### src/rtl/clct_busy_window_pkg.sv
// Shared pattern-finder parameters and busy-window FSM state encoding.
package clct_busy_window_pkg;

    localparam int unsigned MXKEYBX = 8;    // extended half-strip key width
    localparam int unsigned NGRP    = 5;    // key groups feeding the sorter
    localparam int unsigned GRPW    = 32;   // half-strips per group
    localparam int unsigned NKEY    = 160;  // NGRP*GRPW valid keys
    localparam int unsigned MXSPRB  = 5;    // cfg_spread width
    localparam int unsigned MXDEADB = 4;    // cfg_dead_bx / hold counter width

    typedef enum logic {
        IDLE = 1'b0,
        HOLD = 1'b1
    } state_t;

endpackage

### src/rtl/clct_window_grp_mask.sv
// Combinational key window (clamped to the valid key range) and per-group overlap mask.
module clct_window_grp_mask
    import clct_busy_window_pkg::*;
(
    input  logic [MXKEYBX-1:0] key,
    input  logic [MXSPRB-1:0]  spread,
    output logic [MXKEYBX-1:0] lo_c,
    output logic [MXKEYBX-1:0] hi_c,
    output logic [NGRP-1:0]    mask_c
);

    localparam int unsigned W = MXKEYBX + 1;

    logic [W-1:0] key_x;
    logic [W-1:0] spr_x;
    logic [W-1:0] sum_x;
    logic [W-1:0] lo_x;
    logic [W-1:0] hi_x;

    assign key_x = W'(key);
    assign spr_x = W'(spread);
    assign sum_x = key_x + spr_x;

    // Clamp window edges to [0, NKEY-1]; one extra bit keeps the sum from wrapping.
    always_comb begin
        lo_x = '0;
        hi_x = sum_x;
        if (key_x >= spr_x)
            lo_x = key_x - spr_x;
        if (sum_x > W'(NKEY - 1))
            hi_x = W'(NKEY - 1);
    end

    assign lo_c = MXKEYBX'(lo_x);
    assign hi_c = MXKEYBX'(hi_x);

    // A group is busy when its half-strip span intersects the window.
    for (genvar g = 0; g < int'(NGRP); g++) begin : g_grp
        localparam logic [W-1:0] GRP_LO = W'(g * GRPW);
        localparam logic [W-1:0] GRP_HI = W'(g * GRPW + GRPW - 1);
        assign mask_c[g] = (lo_x <= GRP_HI) && (hi_x >= GRP_LO);
    end

endmodule

### src/rtl/clct_busy_window.sv
// Busy-group generator for the 2nd-CLCT search: holds a key window around the
// accepted 1st CLCT for a programmable number of bx.
module clct_busy_window
    import clct_busy_window_pkg::*;
(
    input  logic               clock,
    input  logic               reset,
    input  logic               enable,
    input  logic               clct0_vld,
    input  logic [MXKEYBX-1:0] clct0_key,
    input  logic [MXSPRB-1:0]  cfg_spread,
    input  logic [MXDEADB-1:0] cfg_dead_bx,
    output logic [NGRP-1:0]    bsy,
    output logic [MXKEYBX-1:0] bsy_key_lo,
    output logic [MXKEYBX-1:0] bsy_key_hi,
    output logic               busy_active,
    output logic [MXDEADB-1:0] hold_cnt,
    output logic               retrig,
    output logic               key_err
);

    state_t               state;
    logic                 key_ok;
    logic                 accept;
    logic                 bad_key;
    logic [MXDEADB-1:0]   dead_m1;
    logic [MXKEYBX-1:0]   win_lo_c;
    logic [MXKEYBX-1:0]   win_hi_c;
    logic [NGRP-1:0]      win_mask_c;

    assign key_ok  = (clct0_key < MXKEYBX'(NKEY));
    assign accept  = clct0_vld & enable & key_ok;
    assign bad_key = clct0_vld & enable & ~key_ok;
    // A dead time of 0 behaves like 1 bx.
    assign dead_m1 = (cfg_dead_bx == '0) ? '0 : cfg_dead_bx - MXDEADB'(1);

    clct_window_grp_mask u_mask (
        .key    (clct0_key),
        .spread (cfg_spread),
        .lo_c   (win_lo_c),
        .hi_c   (win_hi_c),
        .mask_c (win_mask_c)
    );

    // State, window latch, hold countdown and single-cycle status pulses.
    always_ff @(posedge clock or posedge reset) begin
        if (reset) begin
            state       <= IDLE;
            bsy         <= '0;
            bsy_key_lo  <= '0;
            bsy_key_hi  <= '0;
            busy_active <= 1'b0;
            hold_cnt    <= '0;
            retrig      <= 1'b0;
            key_err     <= 1'b0;
        end else begin
            retrig  <= 1'b0;
            key_err <= bad_key;
            if (!enable) begin
                state       <= IDLE;
                bsy         <= '0;
                bsy_key_lo  <= '0;
                bsy_key_hi  <= '0;
                busy_active <= 1'b0;
                hold_cnt    <= '0;
            end else if (accept) begin
                // Fresh load or retrigger: the new window replaces the old one.
                state       <= HOLD;
                bsy         <= win_mask_c;
                bsy_key_lo  <= win_lo_c;
                bsy_key_hi  <= win_hi_c;
                busy_active <= 1'b1;
                hold_cnt    <= dead_m1;
                retrig      <= (state == HOLD);
            end else begin
                case (state)
                    HOLD: begin
                        if (hold_cnt != '0) begin
                            hold_cnt <= hold_cnt - MXDEADB'(1);
                        end else begin
                            state       <= IDLE;
                            bsy         <= '0;
                            bsy_key_lo  <= '0;
                            bsy_key_hi  <= '0;
                            busy_active <= 1'b0;
                        end
                    end
                    default: begin
                        state <= IDLE;
                    end
                endcase
            end
        end
    end

endmodule

### config.mk
export PLATFORM = sky130hd
export DESIGN_NAME = clct_busy_window
export DESIGN_NICKNAME = d
export VERILOG_FILES = /design/src/rtl/clct_busy_window_pkg.sv /design/src/rtl/clct_window_grp_mask.sv /design/src/rtl/clct_busy_window.sv
export SDC_FILE = /design/constraint.sdc
export NUM_CORES = 1
export LEC_CHECK = 0
export BUFFER_PORTS_ARGS = -buffer_cell sky130_fd_sc_hd__buf_4
export CORE_UTILIZATION = 58
export DETAILED_ROUTE_END_ITERATION = 6
export HOLD_SLACK_MARGIN = 0.15
export PLACE_DENSITY = 0.93
export SLEW_MARGIN = 5
export SYNTH_ARGS = -nofsm -noshare
export SYNTH_HDL_FRONTEND = slang
export SYNTH_SLANG_ARGS = --single-unit
### constraint.sdc
create_clock -name clock -period 3 [get_ports clock]
set_input_delay 0.3 -clock clock [delete_from_list [all_inputs] [get_ports clock]]
set_output_delay 0.3 -clock clock [all_outputs]
set_load 0.05 [all_outputs]
==> reports/results.tsv, run 1 <==
metric	value	unit
power.leakage	1.24	nW
crit_type	primary input to register	
hold_viol	0	
gr-total-overflow	0	
met1_usage	36.8	%
routedWlPerCell	14.9	um
clockRootBuffer	clkbuf_4	
synth_area	2040	um2
synth-seq-cells	29	
drv_slew	0	
synthFlopType	dfrtp_1	
yosys-mux-area-fraction	1.47	%
start_util	60.7	%
synth-edff-count	0	
cts_sinks	29	
synth_compound_area_share	21.9	%
routed_wl	4810	um
syn_area_per_cell	8.87	um2
die_area	3760	um2
cts_setup_buffers	0	
dp_hpwl	3620	um
r2r_cells	6	
synth-async-reset-ratio	100	%
cts_htree_levels	2	
ant_nets	0	
rsz0062_at_grt	false	
fin_worst_skew	9.38	ps
end_kind	register	
max_slew_margin	27.6	%
synth_nets	267	
critPathLaunch	clct0_key[0]	
row_count	21	
ys_types	50	
drt-pass1-iter-count	5	
die_x	61.3	um
r2r_slack	1180	ps
ys_top_cells_by_count	30 x nand2_1, 29 x dfrtp_1, 20 x nor2_1	
outcome	finished, final reports clean	
yosys.area.top_type_share	35.6	%
grt_pass1_vias	1676	
synth_area_leader_cell	dfrtp_1	
max-cap-violations	0	
path_clk_slew	100	ps
grt_usage	28.0	%
timing.final.crit_share	71.0	%
grt_max_degree	30	
synth-simple-area-share	19.9	%
vias	1858	
n_antenna_cell	0	
drc	0	
yosysSeqAreaShare	35.6	%
cts_buffers	5	
critPathCapture	bsy[1]	
antenna_found_initial	0	
yosys-top-cells-area	dfrtp_1 36%, ha_1 8.6%, nand2_1 5.5%, o21ai_0 4.4%, xnor2_1 4.3%	
syn_inst	230	
drive_gt1_share	24.5	%
synth_top_family_by_area	compound AO/OA/AOI/OAI gates	
nets	313	
postCtsHoldBufs	0	
cp.required	3270	ps
fin_tns_setup	0	ps
avgViaCountPerCell	5.75	
ir_worst_vdd	0.233	mV
powerDensity	496	nW/um2
grt_first_pass_wirelength	7570	um
holdWs	228	ps
tritoncts	yes	
drtIter0Drc	114	
insertion_delay	340	ps
worst_slew_pin_slew	1080	ps
critPathArrivalTime	2400	ps
area_delta_synth_final	22.8	%
clockBufferDepth	2	
finalSetupViolations	0	
synth-xor-area-share	4.29	%
post_cts_resized	0	
grtUsageMet2	46.1	%
fill_cells	250	
io-pin-count	49	
die_y	61.3	um
rr_endpoint	bsy_key_hi[6]	
core	3360	um2
synth_adder_area_share	10.5	%
busiest_layer	met2	
stdcell_count	323	
met3_usage	6.09	%
hold_path.class	primary input to asynchronous set/reset pin	
max_freq	0.469	GHz
dp.cells	315	
startpoint_type	primary input	
period_minus_slack	2130	ps
synth_most_common_cell	nand2_1	
yosys_warnings	0	
portBuffers	48	
crit-reg2reg-launch	hold_cnt[0]	
critPathMaxFanout	4	
finalWeightedCongestion	0.918	
[worst min-delay path by stage]
stage                 from       endpoint  slack [ps]  depth (start not counted)
6_report             reset  bsy_key_hi[6]         230                          2
5_1_grt             enable          state         220                          2
4_1_cts             enable          state         220                          2
3_5_place_dp   busy_active    busy_active         470                          2
3_3_place_gp   busy_active    busy_active         460                          2
2_1_floorplan        reset         bsy[0]         380                          1
[where the power goes]
group	leakage [nW]	internal, W	switching [W]	total [W]
Clock	0.0552	0.000258	0.000143	0.000401
Sequential	0.391	0.000419	0.0000200	0.000439
Combinational	0.793	0.000140	0.000262	0.000402
Total	1.24	0.000817	0.000425	0.00124
[cell families after synthesis]
| logic type | count (synthesis) |
|---|---|
| adders and majority gates | 16 |
| xor gates and xnor gates | 10 |
| muxes | 3 |
| AOI/OAI and AO/OA | 61 |
| DFF | 29 |
| and+or+nand+nor | 83 |
| buffers and inverters | 28 |
[metal layers]
| layer | part of all wire [%] | wire (um) | up-vias |
|---|---|---|---|
| li1 | - | - | 894 |
| met3 | 6.5 | 311 | 8 |
| met5 | 0 | 0 | - |
| met4 | 1.7 | 82 | 0 |
| met2 | 50 | 2390 | 83 |
| met1 | 42 | 2020 | 873 |
[worst max-delay path: stages]
cell and delay, ps:
buf_4 110, inv_1 40, ha_1 150, inv_1 50
fa_1 430, a211oi_2 320, o21ai_1 130, xnor2_1 370
nor2b_1 230, nor3_1 90, o21ai_0 160
[cell type report]
| cell class | count | area [um2] | share of cell area, % |
|---|---|---|---|
| inverter | 18 | 67.6 | 2.70 |
| sequential | 29 | 726 | 29.0 |
| multi-input combinational | 173 | 1180 | 47.3 |
| clock buffer | 5 | 37.5 | 1.50 |
| tap | 46 | 57.6 | 2.30 |
| clock inverter | 3 | 65.1 | 2.60 |
| timing repair buffer | 49 | 368 | 14.7 |
[flip-flops by register name, indices dropped and copies added (netlist names)]
name / count
key_err: 1
bsy: 5
hold_cnt: 4
state: 1
bsy_key_hi: 8
bsy_key_lo: 8
busy_active: 1
retrig: 1
[layout by cell type, fill, tap and decap left out, types with 5 or more instances in the layout]
cell      count
o21ai_0      18
buf_4        49
nand2b_1      6
xnor2_1      10
o31ai_1       5
nor2_1       20
clkbuf_4      5
dfrtp_1      29
a21oi_1       8
nand2_1      30
ha_1         14
inv_1        18
[stage by stage]
stage          area (um2)  total power [W]  utilization [%]  worst slack (ps)
2_1_floorplan        2040         0.000733                -               990
3_3_place_gp         2400         0.000834             71.5               536
3_5_place_dp         2400         0.000845             71.5               505
4_1_cts              2510          0.00125             74.5               906
5_1_grt              2510          0.00130             74.5               732
6_report             2510          0.00124             74.5               870
No activity file was read; power rests on OpenSTA's default activity.
==> run 2, diff against run 1 <==
- CORE_UTILIZATION: 58 -> 48
- PLACE_DENSITY: 0.93 -> 0.84
- clock period: 3 -> 1.94 ns (I/O delays scaled with it)
==> run 2 against run 1 <==
Total power grew 54%. Hold slack lost 38 ps. Non-clock buffer count grew 26. Register-to-register slack lost 960 ps. First-iteration DRC count grew 1.8%. Critical path depth is the same. Utilization shrank 7.0 points. Die area grew 20%. Wire length grew 5.8%. Worst setup slack lost 750 ps. Critical endpoint unchanged. Largest power group is now combinational logic.
==> reports/results.tsv, run 2 (same netlist as run 1, synthesis figures left out) <==
metric	value	unit
dp_slack	-229	ps
n_antenna_cell	0	
max-cap-violations	0	
grt_usage	24.2	%
core	4030	um2
fill_cells	334	
cp.required	2110	ps
outcome	finished, final reports clean	
report.power.total	0.00192	W
finalSetupViolations	0	
grt_max_degree	30	
startpoint_type	primary input	
slowest_stage	fa_1	
routedWlPerCell	14.4	um
timing.final.crit_share	93.6	%
grt_first_pass_wirelength	8010	um
die_y	67.2	um
insertion_delay	290	ps
max_freq	0.551	GHz
row_count	23	
ant_nets	0	
vias	1941	
crit_family	adder cells	
ir_worst_vdd	0.307	mV
cts_sinks	29	
tritoncts	yes	
dp_hpwl	3910	um
clockRootBuffer	clkbuf_8	
routed_wl	5090	um
drive_gt1_share	31.4	%
critPathMaxFanout	4	
hold_viol	0	
final_common_cell	buf_4	
path_cells	buf_4, inv_1, ha_1, inv_1, fa_1, a211oi_2, o21ai_1, xnor2_2, nor2b_1, nor3_2, o21ai_0	
holdWs	189	ps
rsz0062_at_grt	false	
nets	339	
critPathArrivalTime	1980	ps
power.leakage	1.37	nW
drv_slew	0	
crit_type	primary input to register	
drt-pass1-iter-count	4	
worst_path_largest_cell_delay	390	ps
portBuffers	48	
period_minus_slack	1820	ps
antenna_found_initial	0	
cts_buffers	5	
path_clk_slew	70	ps
fin_tns_setup	0	ps
max_slew_margin	67.3	%
drc	0	
cts_setup_buffers	0	
die_x	67.2	um
gr-total-overflow	0	
die_area	4520	um2
avgViaCountPerCell	5.50	
cts_htree_levels	2	
cpMostUsedCell	inv_1	
hold_path.class	primary input to register	
fin_worst_skew	12.9	ps
final_area	2720	um2
end_kind	register	
grt_pass1_vias	1781	
drtIter0Drc	116	
final_cell_mix	74 x buf_4, 30 x nand2_1, 29 x dfrtp_1, 20 x nor2_1	
powerDensity	705	nW/um2
post_dp_cell_area	2600	um2
cp_num_buf_inv	3	
start_util	50.7	%
worst_slew_pin_slew	491	ps
area_delta_synth_final	33.3	%
clockBufferDepth	2	
finalWeightedCongestion	0.936	
setup_slack	124	ps
io-pin-count	49	
top_regs	bsy_key_hi: 8 flops, bsy_key_lo: 8 flops, bsy: 5 flops	
-- run 2: final timing paths --
check,startpoint,to,slack [ps],cells past startpoint
max,clct0_key[0],bsy[1],120,11
min,enable,state,190,2
max reg2reg,hold_cnt[1],bsy_key_hi[6],220,6
min reg2reg,busy_active,busy_active,480,2
max in group asynchronous,reset,hold_cnt[3],1120,4
min in group asynchronous,reset,bsy[4],530,4
-- run 2: cell type report --
class                      instances  area (um2)  area share (%)
multi-input combinational        173        1200            44.0
sequential                        29         726            26.7
timing repair buffer              75         566            20.8
clock buffer                       7        96.3            3.54
inverter                          18        67.6            2.48
tap                               50        62.6            2.30
clock inverter                     1        5.00           0.184
-- run 2: per-stage QoR --
step | utilization, % | instances
after detailed placement | 64.4 | 344
final | 67.5 | 353
after global placement | 64.4 | 344
after floorplan | - | 230
after global routing | 67.5 | 353
after CTS | 67.2 | 353
-- run 2: power breakdown --
| part | switching, W | internal, W | leakage [nW] | total (W) |
|---|---|---|---|---|
| registers | 0.0000308 | 0.000649 | 0.391 | 0.000680 |
| clock network | 0.000232 | 0.000320 | 0.0542 | 0.000552 |
| logic | 0.000414 | 0.000270 | 0.924 | 0.000685 |
-- run 2: routing by layer --
metal,routed length (um),GRT usage [%]
met5,0,0
met4,102,10.6
met3,315,3.55
met2,2500,40.4
met1,2170,31.0
-- run 2: what timing repair did --
action,in CTS,in global routing
endpoints found under the hold margin,29,0
gates resized for setup,0,2
endpoints found under the setup margin,0,3
hold buffers,1,0
==> run 3, diff against run 2 <==
- ABC_AREA: default -> 1
- CORE_MARGIN: default -> 4
- CORE_UTILIZATION: 48 -> 49
- PLACE_DENSITY: 0.84 -> 0.85
==> run 3 against run 2 <==
Count of clock-buffer cells in the layout did not move. Sequential power grew 4.3%. Critical path type is now register to register. Highest routed layer unchanged. Synthesized cell count grew 27%. Cell area down 4.4%. Critical path depth shrank 4. Clock power down 11%. Hold slack improved by 10 ps.
==> reports/results.tsv, run 3 <==
metric	value	unit
outcome	finished, final reports clean	
path_clk_slew	60	ps
syn_inst	291	
finalWeightedCongestion	0.939	
synth-seq-cells	29	
max-cap-violations	0	
worst_slew_pin_slew	646	ps
fin_worst_skew	1.99	ps
seq_area	726	um2
critPathLaunch	hold_cnt[0]	
end_kind	register	
synth_area_leader_cell	dfrtp_1	
hold_viol	0	
crit_type	register to register	
ys_types	30	
period_minus_slack	1680	ps
synth-async-reset-ratio	100	%
drive_gt1_share	21.1	%
synth_area	2090	um2
dp.cells	388	
ys_top_cells_by_count	103 x nand2_1, 36 x inv_1, 29 x dfrtp_1	
critPathMaxFanout	22	
final_common_cell	nand2_1	
multiInputGateArea	1170	um2
antenna_found_initial	0	
dp_hpwl	3880	um
ant_nets	0	
die_area	5380	um2
synth-edff-count	0	
grt_pass1_vias	1947	
n_antenna_cell	0	
cts_htree_levels	2	
startpoint_type	register	
clockRootBuffer	clkbuf_8	
r2r_cells	7	
grt_max_degree	30	
cts_sinks	29	
powerDensity	775	nW/um2
gr-total-overflow	0	
crit-reg2reg-launch	hold_cnt[0]	
drt-pass1-iter-count	5	
min_from	clct0_key[7]	
drv_slew	0	
routed_wl	5000	um
drtIter0Drc	140	
hold_path.class	primary input to register	
yosys.area.top_type_share	34.7	%
top_regs	bsy_key_hi: 8 flops, bsy_key_lo: 8 flops, bsy: 5 flops	
rsz0062_at_grt	false	
hold_depth	3	
tritoncts	yes	
utilization	64.1	%
die_x	73.4	um
clockBufferDepth	2	
start_util	51.6	%
drc	0	
portBuffers	48	
post_cts_resized	0	
core	4060	um2
synthFlopType	dfrtp_1	
grt_first_pass_wirelength	8360	um
row_count	23	
fin_tns_setup	0	ps
synth_nets	328	
avgViaCountPerCell	5.21	
grt_usage	19.6	%
final_cell_mix	103 x nand2_1, 53 x buf_4, 36 x inv_1, 29 x dfrtp_1, 23 x nor2_1	
nets	383	
die_y	73.4	um
critPathArrivalTime	1880	ps
finalSetupViolations	0	
vias	2062	
synth_most_common_cell	nand2_1	
timing.final.crit_share	86.4	%
cp.required	2150	ps
insertion_delay	280	ps
fill_cells	352	
yosys_warnings	0	
max_slew_margin	56.9	%
power.leakage	1.46	nW
routedWlPerCell	12.6	um
stdcell_count	396	
yosys-top-cells-area	dfrtp_1 35%, nand2_1 18%, ha_1 8.4%, inv_1 6.5%, nand3_1 4.8%	
ir_worst_vdd	0.263	mV
io-pin-count	49	
yosysSeqAreaShare	34.7	%
cts_buffers	5	
syn_area_per_cell	7.19	um2
area_delta_synth_final	24.2	%
max_freq	0.597	GHz
[run 3: worst paths after layout]
path	to	slack, ps
max	bsy[0]	260
min	key_err	200
max reg2reg	bsy[0]	260
min reg2reg	busy_active	480
max in group asynchronous	bsy_key_lo[4]	1120
min in group asynchronous	retrig	550
[run 3: routing by layer]
metal,vias up,wire length [um],share of wire [%],global-route usage (%)
li1,1030,-,-,-
met1,929,2230,45,25.0
met2,86,2290,46,32.5
met3,17,371,7.4,3.42
met4,0,116,2.3,8.85
met5,-,0,0,0
[run 3: area by class of cell]
type | count | area share, %
Tap cell | 50 | 2.41
Multi-Input combinational cell | 218 | 45.2
Timing Repair Buffer | 54 | 15.7
Inverter | 38 | 5.49
Clock buffer | 7 | 3.32
Sequential cell | 29 | 27.9
[run 3: report_power, final]
part | switching, W | internal [W]
logic | 0.000550 | 0.000267
clock network | 0.000209 | 0.000280
registers | 0.0000400 | 0.000669
total | 0.000799 | 0.00122
[run 3: worst max-delay path, cell delays in order, from the launching register on]
cell	delay, ps
dfrtp_1	370
inv_1	100
ha_1	210
nand3_1	100
o211ai_1	90
inv_1	490
nand2_1	120
o21ai_1	110
[run 3: per-stage QoR]
| step | area, um2 | hold slack, ps | total power [W] | setup slack, ps |
|---|---|---|---|---|
| floorplan | 2090 | 272 | 0.00130 | 323 |
| global placement | 2500 | 286 | 0.00151 | 98.8 |
| detailed placement | 2500 | 294 | 0.00153 | 76.1 |
| CTS | 2600 | 196 | 0.00203 | 264 |
| global route | 2600 | 210 | 0.00214 | 86.1 |
| finish | 2600 | 200 | 0.00202 | 265 |
[run 3: timing repair]
item                                    CTS  global route
buffers inserted                          0             0
endpoints found under the setup margin    0             0
hold buffers                              1             0
hold endpoints to repair                 29             0
[run 3: logic make-up after synthesis]
kind of cell	after synthesis	synth area share, %
compound gates	26	7.41
xor+xnor	8	3.35
fa+ha+maj	16	10.3
buf+inv	44	9.20
flops	29	34.7
simple gates	168	35.1
